### config.mk
export PLATFORM = sky130hd
export DESIGN_NAME = seg7_scan_decode_flat
export DESIGN_NICKNAME = d
export VERILOG_FILES = /design/src/rtl/seg7_scan_decode_if.sv /design/src/rtl/seg7_scan_decode.sv /design/src/flat_wrapper.sv
export SDC_FILE = /design/constraint.sdc
export NUM_CORES = 1
export LEC_CHECK = 0
export CAP_MARGIN = 20
export CORE_ASPECT_RATIO = 1.5
export CORE_MARGIN = 8
export CORE_UTILIZATION = 45
export CTS_CLUSTER_SIZE = 20
export DETAILED_ROUTE_END_ITERATION = 10
export DONT_BUFFER_PORTS = 1
export MAX_ROUTING_LAYER = met4
export SYNTH_ARGS = -nofsm -noshare
export SYNTH_HDL_FRONTEND = slang
export SYNTH_SLANG_ARGS = --single-unit
### constraint.sdc
create_clock -name clk -period 2.7 [get_ports clk]
set_input_delay 0.135 -clock clk [delete_from_list [all_inputs] [get_ports clk]]
set_output_delay 0.135 -clock clk [all_outputs]
set_load 0.005 [all_outputs]
### src/rtl/seg7_scan_decode_if.sv
// Bundle of the scanned display lines being observed and the decoded
// results produced from them.
interface seg7_scan_decode_if;
  logic [3:0]  an;
  logic [6:0]  seg;
  logic        clr_err;
  logic [15:0] value;
  logic [3:0]  digit_valid;
  logic [3:0]  blank;
  logic        err;
  logic        frame_done;

  modport master (
    output an, seg, clr_err,
    input  value, digit_valid, blank, err, frame_done
  );

  modport slave (
    input  an, seg, clr_err,
    output value, digit_valid, blank, err, frame_done
  );
endinterface

### src/rtl/seg7_scan_decode.sv
// Snoops a multiplexed 4-digit active-low 7-segment display and recovers
// the hex digits shown. A digit is captured only after {an,seg} has been
// identical for STABLE_CYCLES consecutive samples with exactly one an low.
module seg7_scan_decode #(
  parameter int STABLE_CYCLES = 4
) (
  input logic               clk,
  input logic               rst_n,
  seg7_scan_decode_if.slave bus
);

  typedef enum logic [1:0] {
    IDLE   = 2'd0,
    SETTLE = 2'd1,
    HOLD   = 2'd2
  } state_t;

  localparam logic [7:0] STABLE_C = 8'(STABLE_CYCLES);

  // Returns {legal, blank, nibble} for an active-low {g..a} pattern.
  function automatic logic [5:0] decode_seg(input logic [6:0] s);
    logic [5:0] r;
    case (s)
      7'b1000000: r = {2'b10, 4'h0};
      7'b1111001: r = {2'b10, 4'h1};
      7'b0100100: r = {2'b10, 4'h2};
      7'b0110000: r = {2'b10, 4'h3};
      7'b0011001: r = {2'b10, 4'h4};
      7'b0010010: r = {2'b10, 4'h5};
      7'b0000010: r = {2'b10, 4'h6};
      7'b1111000: r = {2'b10, 4'h7};
      7'b0000000: r = {2'b10, 4'h8};
      7'b0011000: r = {2'b10, 4'h9};
      7'b0001000: r = {2'b10, 4'hA};
      7'b0000011: r = {2'b10, 4'hB};
      7'b1000110: r = {2'b10, 4'hC};
      7'b0100001: r = {2'b10, 4'hD};
      7'b0000110: r = {2'b10, 4'hE};
      7'b0001110: r = {2'b10, 4'hF};
      7'b1111111: r = {2'b01, 4'h0};
      default:    r = {2'b00, 4'h0};
    endcase
    return r;
  endfunction

  // Returns {one_hot_low, digit_index} for the digit-enable lines.
  function automatic logic [2:0] decode_an(input logic [3:0] a);
    logic [2:0] r;
    case (a)
      4'b1110: r = {1'b1, 2'd0};
      4'b1101: r = {1'b1, 2'd1};
      4'b1011: r = {1'b1, 2'd2};
      4'b0111: r = {1'b1, 2'd3};
      default: r = {1'b0, 2'd0};
    endcase
    return r;
  endfunction

  state_t      state_r;
  logic [7:0]  cnt_r;
  logic [10:0] samp_r;
  logic [3:0]  mask_r;
  logic [15:0] value_r;
  logic [3:0]  valid_r;
  logic [3:0]  blank_r;
  logic        err_r;
  logic        frame_done_r;

  logic [10:0] in_s;
  logic        changed_s;
  logic [2:0]  an_dec_s;
  logic        onehot_s;
  logic [1:0]  sel_s;
  logic [5:0]  seg_dec_s;
  logic        cap_s;
  logic [3:0]  cap_mask_s;

  assign in_s      = {bus.an, bus.seg};
  assign changed_s = (in_s != samp_r);
  assign an_dec_s  = decode_an(bus.an);
  assign onehot_s  = an_dec_s[2];
  assign sel_s     = an_dec_s[1:0];
  assign seg_dec_s = decode_seg(bus.seg);

  // Decide whether this edge is a capture edge and which digit it hits.
  always_comb begin
    cap_s      = 1'b0;
    cap_mask_s = 4'b0000;
    case (state_r)
      IDLE:    cap_s = onehot_s && (STABLE_C == 8'd1);
      SETTLE:  cap_s = !changed_s && ((cnt_r + 8'd1) == STABLE_C);
      HOLD:    cap_s = 1'b0;
      default: cap_s = 1'b0;
    endcase
    if (cap_s) begin
      cap_mask_s = 4'b0001 << sel_s;
    end else begin
      cap_mask_s = 4'b0000;
    end
  end

  // Stability FSM plus all registered decode outputs.
  always_ff @(posedge clk or negedge rst_n) begin
    if (!rst_n) begin
      state_r      <= IDLE;
      cnt_r        <= 8'd0;
      samp_r       <= 11'h7FF;
      mask_r       <= 4'b0000;
      value_r      <= 16'h0000;
      valid_r      <= 4'b0000;
      blank_r      <= 4'b0000;
      err_r        <= 1'b0;
      frame_done_r <= 1'b0;
    end else begin
      samp_r <= in_s;

      case (state_r)
        IDLE: begin
          if (onehot_s) begin
            cnt_r   <= 8'd1;
            state_r <= cap_s ? HOLD : SETTLE;
          end else begin
            cnt_r   <= 8'd0;
            state_r <= IDLE;
          end
        end
        SETTLE, HOLD: begin
          if (changed_s) begin
            // Any change restarts qualification; never a capture edge.
            if (onehot_s) begin
              cnt_r   <= 8'd1;
              state_r <= SETTLE;
            end else begin
              cnt_r   <= 8'd0;
              state_r <= IDLE;
            end
          end else if (state_r == SETTLE) begin
            cnt_r   <= cnt_r + 8'd1;
            state_r <= cap_s ? HOLD : SETTLE;
          end else begin
            state_r <= HOLD;
          end
        end
        default: begin
          cnt_r   <= 8'd0;
          state_r <= IDLE;
        end
      endcase

      if (cap_s) begin
        if (seg_dec_s[5]) begin
          value_r[sel_s*4 +: 4] <= seg_dec_s[3:0];
          valid_r[sel_s]        <= 1'b1;
          blank_r[sel_s]        <= 1'b0;
        end else if (seg_dec_s[4]) begin
          valid_r[sel_s]        <= 1'b0;
          blank_r[sel_s]        <= 1'b1;
        end else begin
          valid_r[sel_s]        <= 1'b0;
          blank_r[sel_s]        <= 1'b0;
        end
      end else begin
        value_r <= value_r;
      end

      // Illegal capture wins over a simultaneous clear.
      if (cap_s && !seg_dec_s[5] && !seg_dec_s[4]) begin
        err_r <= 1'b1;
      end else if (bus.clr_err) begin
        err_r <= 1'b0;
      end else begin
        err_r <= err_r;
      end

      // A full mask is reported and restarted; a capture on the same edge
      // seeds the next frame.
      if (mask_r == 4'b1111) begin
        frame_done_r <= 1'b1;
        mask_r       <= cap_mask_s;
      end else begin
        frame_done_r <= 1'b0;
        mask_r       <= mask_r | cap_mask_s;
      end
    end
  end

  assign bus.value       = value_r;
  assign bus.digit_valid = valid_r;
  assign bus.blank       = blank_r;
  assign bus.err         = err_r;
  assign bus.frame_done  = frame_done_r;

endmodule

### src/flat_wrapper.sv
// flat-port wrapper written by rule: the top's interface ports become plain ports
module seg7_scan_decode_flat 
#(
  parameter int STABLE_CYCLES = 4
)
  (clk, rst_n, bus_an, bus_seg, bus_clr_err, bus_value, bus_digit_valid, bus_blank, bus_err, bus_frame_done);
  seg7_scan_decode_if bus_i ();
  input logic clk;
  input logic rst_n;
  input wire logic [$bits(bus_i.an)-1:0] bus_an;
  input wire logic [$bits(bus_i.seg)-1:0] bus_seg;
  input wire logic [$bits(bus_i.clr_err)-1:0] bus_clr_err;
  output wire logic [$bits(bus_i.value)-1:0] bus_value;
  output wire logic [$bits(bus_i.digit_valid)-1:0] bus_digit_valid;
  output wire logic [$bits(bus_i.blank)-1:0] bus_blank;
  output wire logic [$bits(bus_i.err)-1:0] bus_err;
  output wire logic [$bits(bus_i.frame_done)-1:0] bus_frame_done;
  assign bus_i.an = bus_an;
  assign bus_i.seg = bus_seg;
  assign bus_i.clr_err = bus_clr_err;
  assign bus_value = bus_i.value;
  assign bus_digit_valid = bus_i.digit_valid;
  assign bus_blank = bus_i.blank;
  assign bus_err = bus_i.err;
  assign bus_frame_done = bus_i.frame_done;
  seg7_scan_decode #(.STABLE_CYCLES(STABLE_CYCLES)) u_core (.clk(clk), .rst_n(rst_n), .bus(bus_i));
endmodule
# ---- After elaboration in Yosys (flattened, before gate mapping)
# Index checks and enable logic that the tools add are counted.
dict set report word_totals {
  word_cells 84
  out_inout_bits 26
  register_bits 51
}
dict set report classes {
  reduce_logical 12
  n_lt_le_gt_ge 2
  eq_ne 26
  muxes 24
  n_shift 3
  addsub 2
  n_bitwise 6
}
# operator n
set op_table {}
lappend op_table {{$pmux 6 s17} 1}
lappend op_table {{$eq 7x7->1 const B} 5}
lappend op_table {{$neg 4->34} 1}
lappend op_table {{$shift 4x34->16 const A} 1}
lappend op_table {{$shiftx 4x34->16} 1}
lappend op_table {{$eq 7x5->1 const B} 3}
lappend op_table {{$eq 7x6->1 const B} 3}
lappend op_table {{$mux 4} 5}
lappend op_table {{$bwmux 16} 1}
lappend op_table {{$eq 4x4->1 const B} 4}
lappend op_table {{$mux 8} 2}
lappend op_table {{$pmux 8 s2} 1}
lappend op_table {{$eq 7x2->1 const B} 2}
lappend op_table {{$eq 7x4->1 const B} 2}
lappend op_table {{$or 4x4->4} 3}
lappend op_table {{$pmux 3 s4} 1}
lappend op_table {{$ne 11x11->1} 1}
lappend op_table {{$add 8x1->8 const B} 1}
lappend op_table {{$and 4x4->4} 2}
lappend op_table {{$eq 8x3->1 const B} 1}
lappend op_table {{$mux 2} 4}
lappend op_table {{$eq 7x3->1 const B} 1}
lappend op_table {{$logic_not 7->1} 1}
lappend op_table {{$mux 1} 7}
lappend op_table {{16 further kinds} 21}

# ---- Logic depth before layout (Yosys ltp)
# Gate-level depths: netlist of run 1.
dict set report logic_depth {
  depth_word 10
  mapped_depth 9
  ltp_nobuf 7
}

# ---- Least setup slack after synthesis of run 1
# Ideal clock, no wire load.
dict set report synth_timing {
  path_kind {reg-to-reg}
  start {reg u_core.cnt_r[0]}
  end {reg with a tool-made name}
  t_arrival_ns 1.975
  synth_period_minus_slack_ns 2.100
  stages_incl_launch_ff 8
  required_ns 2.575
  setup_slack_ns 0.600
  n_path_buf 0
  cell_sequence {dfrtp_1 -> ha_1 -> xor2_1 -> nand3_1 -> or3b_4 -> nor3b_4 -> nand2_1 -> mux2_4}
}
# item line_no
set synth_lines {}
lappend synth_lines {{from (decl)} seg7_scan_decode.sv:60} ;# logic [7:0] cnt_r;
lappend synth_lines {{from (signal assigned)} seg7_scan_decode.sv:138} ;# cnt_r <= cnt_r + 8'd1;

==> results.sh, run 1 <==
export IMPL_relSlewSlack_pct=72.7
export IMPL_gp_congestion=0.825
export IMPL_critPathBufInv=0
export IMPL_critPathRequiredTime_ns=2.91
export IMPL_ys_warn_count=0
export IMPL_ys_async_sr_fraction_pct=100
export IMPL_intPower_mw=1.10
export IMPL_crit_path_max_incr_delay_ns=0.44
export IMPL_place_area_mm2=0.00286
export IMPL_drc=0
export IMPL_cap_violations=0
export IMPL_hp_class="in2reg"
export IMPL_final_cell_area_mm2=0.00312
export IMPL_fin_setup_tns_ns=0
export IMPL_dr_pass1_iters=4
export IMPL_h_tree_depth=2
export IMPL_area_growth_pct=10.1
export IMPL_avgSynthCellArea_um2=10.3
export IMPL_whs_path_depth=4
export IMPL_path_clk_slew_ns=0.10
export IMPL_io_buffer_count=0
export IMPL_rsz0062_at_grt="false"
export IMPL_cellLeakagePower_nw=1.37
export IMPL_timing_fmax_mhz=442
export IMPL_cp_start_kind="flop"
export IMPL_drt_wl_total_um=6290
export IMPL_min_from="bus_seg[2]"
export IMPL_grt_pass1_vias=2027
export IMPL_die_width_um=80.8
export IMPL_cts_sink_count=51
export IMPL_critPathCaptureType="flop"
export IMPL_stdcell_count=359
export IMPL_post_cts_buffers=0
export IMPL_cts_root_buffer="clkbuf_8"
export IMPL_hold_buffers=14
export IMPL_routed_via_density=5.63
export IMPL_crit_type="reg2reg"
export IMPL_seq_area_frac_synth_pct=45.6
export IMPL_synth_seq_cells=51
export IMPL_cp_data_arrival_time_ns=2.47
export IMPL_placedCellCount=337
export IMPL_drt_initial_drc_count=125
export IMPL_p_per_area_mw_per_mm2=467
export IMPL_detail_route_antenna_nets=0
export IMPL_netlist_area_mm2=0.00283
export IMPL_track_usage_pct=14.8
export IMPL_seq_power_share_pct=54.4
export IMPL_ctsLongestPathBuffers=2
export IMPL_syn_inst=276
export IMPL_hold_violations=0
export IMPL_slew_violations=0
export IMPL_fin_nets=308
export IMPL_fin_skew_ns=0.0177
export IMPL_io_pins=40
export IMPL_final_setup_viol_count=0
export IMPL_die_area_mm2=0.00914
export IMPL_rr_startpoint="u_core.cnt_r[0]$_DFFE_PN0P_"
export IMPL_worst_slew_pin_slew_ns=0.406
export IMPL_crit_family="simple AND/OR/NAND/NOR gates"
export IMPL_synth_fp_nets=300
export IMPL_drive_gt1_share_pct=13.3
export IMPL_finalCritPeriodShare_pct=83.8
export IMPL_cts_inserted_buffers=5
export IMPL_die_y_um=113
export IMPL_grt_max_degree=52
export IMPL_grt_pass1_wl_um=10400
export IMPL_synth_edf_count=0
export IMPL_core_area_mm2=0.00613
export IMPL_status="finished clean"
export IMPL_tritoncts="built"
export IMPL_sw_frac_of_total_pct=24.2
export IMPL_rows=35
export IMPL_critical_path_max_fanout=6
export IMPL_p_sw_mw=0.353
export IMPL_cts_resized=0
export IMPL_dp_hpwl_um=4560
export IMPL_overflow=0
export IMPL_worst_path_max_delay_cell="dfrtp_1"
export IMPL_insertion_delay_ns=0.31
export IMPL_combinationalPowerShare_pct=11.6
export IMPL_wire_per_inst_um=17.5
export IMPL_reg2reg_slack_ns=0.44
export IMPL_clock_power_share_pct=34.0
export IMPL_vias=2022
export IMPL_period_minus_slack_ns=2.26
export IMPL_peakVddDrop_mv=0.294
export IMPL_nFillCells=571
export IMPL_ys_flop_type="dfrtp_1"
export IMPL_path_cells="ha_1 -> xor2_1 -> nand3_1 -> or3b_4 -> nor3b_4 -> nand2_1 -> mux2_4"
export IMPL_synthDistinctLibCells=58
export IMPL_reg2reg_depth=7
export IMPL_start_util_pct=46.2
export IMPL_antenna_found_initial=0
export IMPL_diodes=0
worst max path at each step:
stage                                startpoint                              end  slack (ns)  cells after the start
floorplan           u_core.cnt_r[0]$_DFFE_PN0P_                             flop        0.60                      7
global placement    u_core.cnt_r[0]$_DFFE_PN0P_                             flop        0.47                      7
detailed placement  u_core.cnt_r[0]$_DFFE_PN0P_                             flop        0.43                      7
CTS                 u_core.cnt_r[0]$_DFFE_PN0P_                             flop        0.41                      7
global route         u_core.samp_r[7]$_DFF_PN1_  u_core.bus.value[2]$_DFFE_PN0P_        0.25                      6
finish              u_core.cnt_r[0]$_DFFE_PN0P_                             flop        0.44                      7
layout make-up:
| type | count | area (um2) | share of cell area, % |
|---|---|---|---|
| clock buffer | 7 | 97.6 | 3.13 |
| clock inverter | 1 | 6.26 | 0.201 |
| inverter | 13 | 48.8 | 1.57 |
| multi-input combinational | 198 | 1420 | 45.4 |
| sequential | 51 | 1290 | 41.4 |
| tap | 74 | 92.6 | 2.97 |
| timing repair buffer | 15 | 165 | 5.30 |
kinds of logic after synthesis:
family          synth area share [%]
simple gates                    21.1
compound gates                  14.9
flops                           45.6
buf+inv                         4.38
xor+xnor                        6.50
fa+ha+maj                       4.42
mux                             3.09
power by group through the flow:
stage,logic [mW],registers [mW],clock network (mW)
2_1_floorplan,0.132,0.805,0
6_report,0.169,0.792,0.494
3_3_place_gp,0.133,0.806,0
3_5_place_dp,0.134,0.807,0
4_1_cts,0.171,0.792,0.502
5_1_grt,0.192,0.793,0.530
cells in the final DEF, fill, tap and decap left out, types with 5 or more instances in the layout:
cell type	instances
nand2_1	19
dfrtp_1	40
ha_1	10
nand4_1	6
dlygate4sd3_1	13
xor2_1	6
nand2b_1	6
o21ai_0	7
nor2_1	21
nand3_1	16
a21oi_1	11
dfstp_2	11
xnor2_1	15
o2bb2ai_1	15
clkbuf_8	5
inv_1	13
through the flow:
step	utilization [%]	hold slack, ns	total power [mW]	worst slack [ns]
final	50.8	0.156	1.45	0.436
after global routing	50.8	0.182	1.52	0.246
after CTS	50.8	0.140	1.47	0.414
after detailed placement	46.6	-0.159	0.941	0.427
after global placement	46.6	-0.158	0.939	0.474
after floorplan	-	-0.161	0.937	0.600
Yosys cell counts (all sizes together), types with 2 or more instances:
| master | instances | area (um2) |
|---|---|---|
| a211oi | 3 | 22.5 |
| a21oi | 11 | 55.1 |
| a22o | 4 | 35.0 |
| a22oi | 3 | 22.5 |
| a2bb2oi | 2 | 17.5 |
| a31oi | 3 | 18.8 |
| and3 | 4 | 28.8 |
| buf | 5 | 40.0 |
| clkbuf | 9 | 35.0 |
| dfrtp | 40 | 1000 |
| dfstp | 11 | 289 |
| ha | 10 | 125 |
| inv | 13 | 48.8 |
| mux2 | 5 | 67.6 |
| mux2i | 2 | 20.0 |
| nand2 | 20 | 77.6 |
| nand2b | 6 | 37.5 |
| nand3 | 17 | 97.6 |
| nand3b | 4 | 42.5 |
| nand4 | 6 | 37.5 |
| nor2 | 21 | 78.8 |
| nor2b | 2 | 12.5 |
| nor3 | 5 | 36.3 |
| nor3b | 3 | 33.8 |
| nor4b | 2 | 17.5 |
| o21ai | 9 | 48.8 |
| o2bb2ai | 15 | 131 |
| o31ai | 2 | 15.0 |
| or2 | 2 | 12.5 |
| or3b | 4 | 37.5 |
| xnor2 | 15 | 131 |
| xor2 | 6 | 52.6 |
routing by layer:
layer | track usage, % | up-vias | part of all wire (%)
met5 | - | - | 0
met4 | 4.79 | 0 | 1.2
met3 | 3.10 | 8 | 3.8
met2 | 25.3 | 35 | 53
met1 | 16.6 | 974 | 42
li1 | - | 1005 | -
worst register-to-register path, cell delays in order (launching register included):
cell and delay [ns]:
dfrtp_1 0.44, ha_1 0.27, xor2_1 0.17, nand3_1 0.11
or3b_4 0.39, nor3b_4 0.29, nand2_1 0.17, mux2_4 0.32
Note: power is estimated with default switching activity, not from simulation.
==> inputs of run 2 (changes only) <==
==> constraint.sdc (replaced) <==
create_clock -name clk -period 1.87 [get_ports clk]
set_input_delay 0.0935 -clock clk [delete_from_list [all_inputs] [get_ports clk]]
set_output_delay 0.0935 -clock clk [all_outputs]
set_load 0.005 [all_outputs]
==> run 2 against run 1 <==
  * The run now ends with negative setup slack left
  * Combinational power up 59%
  * Sequential share of layout area down 4.1 points
  * Global-route usage up 1.5 points
==> results.sh, run 2 (synthesis gave the netlist of run 1 again) <==
export IMPL_track_usage_pct=16.3
export IMPL_dp_slack_ns=-0.224
export IMPL_place_area_mm2=0.00302
export IMPL_die_area_mm2=0.00914
export IMPL_worst_path_max_delay_cell="dfrtp_1"
export IMPL_fin_nets=329
export IMPL_die_width_um=80.8
export IMPL_area_growth_pct=22.2
export IMPL_path_cells="a311oi_1 -> a31oi_2 -> or3b_4 -> nor3b_4 -> buf_6 -> nand2_2 -> mux2_4"
export IMPL_drt_wl_total_um=6930
export IMPL_drt_initial_drc_count=89
export IMPL_dp_hpwl_um=4820
export IMPL_cts_sink_count=51
export IMPL_top_layer_used="met4"
export IMPL_gp_congestion=0.872
export IMPL_final_setup_viol_count=29
export IMPL_io_pins=40
export IMPL_diodes=0
export IMPL_worst_slew_pin_slew_ns=0.486
export IMPL_routed_via_density=5.71
export IMPL_drc=0
export IMPL_peakVddDrop_mv=0.405
export IMPL_setup_ws_ns=-0.223
export IMPL_grt_pass1_vias=2200
export IMPL_vias=2171
export IMPL_critPathCaptureType="flop"
export IMPL_drive_gt1_share_pct=27.1
export IMPL_die_y_um=113
export IMPL_fin_skew_ns=0.00811
export IMPL_cts_root_buffer="clkbuf_8"
export IMPL_insertion_delay_ns=0.31
export IMPL_critical_path_max_fanout=5
export IMPL_detail_route_antenna_nets=0
export IMPL_hp_class="in2reg"
export IMPL_start_util_pct=46.2
export IMPL_grt_max_degree=52
export IMPL_io_buffer_count=0
export IMPL_final_cell_area_mm2=0.00346
export IMPL_relSlewSlack_pct=67.4
export IMPL_wire_per_inst_um=18.2
export IMPL_path_clk_slew_ns=0.11
export IMPL_finalCritPeriodShare_pct=112
export IMPL_h_tree_depth=2
export IMPL_dr_pass1_iters=4
export IMPL_reg2reg_slack_ns=-0.22
export IMPL_failed_checks="negative setup slack"
export IMPL_core_area_mm2=0.00613
export IMPL_hold_violations=0
export IMPL_crit_type="reg2reg"
export IMPL_slew_violations=0
export IMPL_overflow=0
export IMPL_crit_path_max_incr_delay_ns=0.43
export IMPL_antenna_found_initial=0
export IMPL_critPathRequiredTime_ns=2.08
export IMPL_p_per_area_mw_per_mm2=609
export IMPL_layout_common_cells="40 x dfrtp_1, 20 x nor2_1, 17 x buf_4"
export IMPL_ctsLongestPathBuffers=2
export IMPL_wl_met3_um=261
export IMPL_cap_violations=0
export IMPL_cellLeakagePower_nw=1.50
export IMPL_fin_setup_tns_ns=-2.91
export IMPL_wl_met1_um=2840
export IMPL_grt_pass1_wl_um=11400
export IMPL_timing_fmax_mhz=478
export IMPL_layout_commonest_cell="dfrtp_1"
export IMPL_rows=35
export IMPL_cts_inserted_buffers=5
export IMPL_cp_start_kind="flop"
export IMPL_rsz0062_at_grt="true"
export IMPL_p_total_mw=2.10
export IMPL_status="complete, but fails checks"
export IMPL_tritoncts="built"
export IMPL_period_minus_slack_ns=2.09
export IMPL_cp_data_arrival_time_ns=2.30
export IMPL_dr_wl_met2_um=3590
## run 2: cell count changes in the layout (fill, tap and decap cells not counted), moves of 2 or more
cell and change:
buf_6 +4, nand3_1 -5, buf_4 +16, o2bb2ai_2 +6
nand3_4 +4, clkinv_4 +2, nand2_1 -4, nand2_2 +4
o2bb2ai_1 -7
## run 2: stage by stage
stage / utilization, % / instances / hold WS [ns]
after CTS: 55.4 / 379 / 0.123
after global routing: 56.4 / 380 / 0.137
after floorplan: - / 276 / -0.202
after global placement: 49.3 / 354 / -0.200
after detailed placement: 49.3 / 354 / -0.200
final: 56.4 / 380 / 0.122
## run 2: metal layers
layer	vias up	track usage (%)
met5	-	-
li1	1045	-
met2	34	25.5
met1	1076	19.2
met4	0	8.50
met3	16	3.10
## run 2: path summary, 6_finish.rpt
check / end / startpoint / cells after the start
hold reg to reg: u_core.mask_r[0]$_DFF_PN0_ / u_core.mask_r[0]$_DFF_PN0_ / 2
max in group asynchronous: u_core.samp_r[4]$_DFF_PN1_ / rst_n / 2
hold / removal: u_core.bus.value[9]$_DFFE_PN0P_ / bus_seg[4] / 3
setup reg to reg: flop / u_core.cnt_r[0]$_DFFE_PN0P_ / 7
setup / recovery: flop / u_core.cnt_r[0]$_DFFE_PN0P_ / 7
min in group asynchronous: u_core.cnt_r[4]$_DFFE_PN0P_ / rst_n / 2
## run 2: report_power, final
part	internal [mW]	switching [mW]
sequential	1.13	0.0123
clock	0.278	0.416
combinational	0.122	0.146
total	1.53	0.574
## run 2: area by class of cell
class	count	area, um2
fillers	544	2670
multi-input cells	198	1580
clock inverters	3	28.8
clock buffers	5	68.8
flip-flops and latches	51	1290
inverters	13	48.8
repair buffers	36	350
well taps	74	92.6
## run 2: worst max-delay path, delay by kind of cell (launching register included)
kind | cells | cell delay [ns]
simple gates | 3 | 0.66
buf+inv | 1 | 0.15
flops | 1 | 0.43
compound gates | 2 | 0.44
mux | 1 | 0.30
## run 2: what timing repair did
item                       in CTS  in global routing
gates resized for setup        17                  9
setup buffers                   3                  1
hold endpoints to repair       63                  0
hold buffers                   14                  0
setup endpoints to repair      28                 29
pin swaps                       2                  2
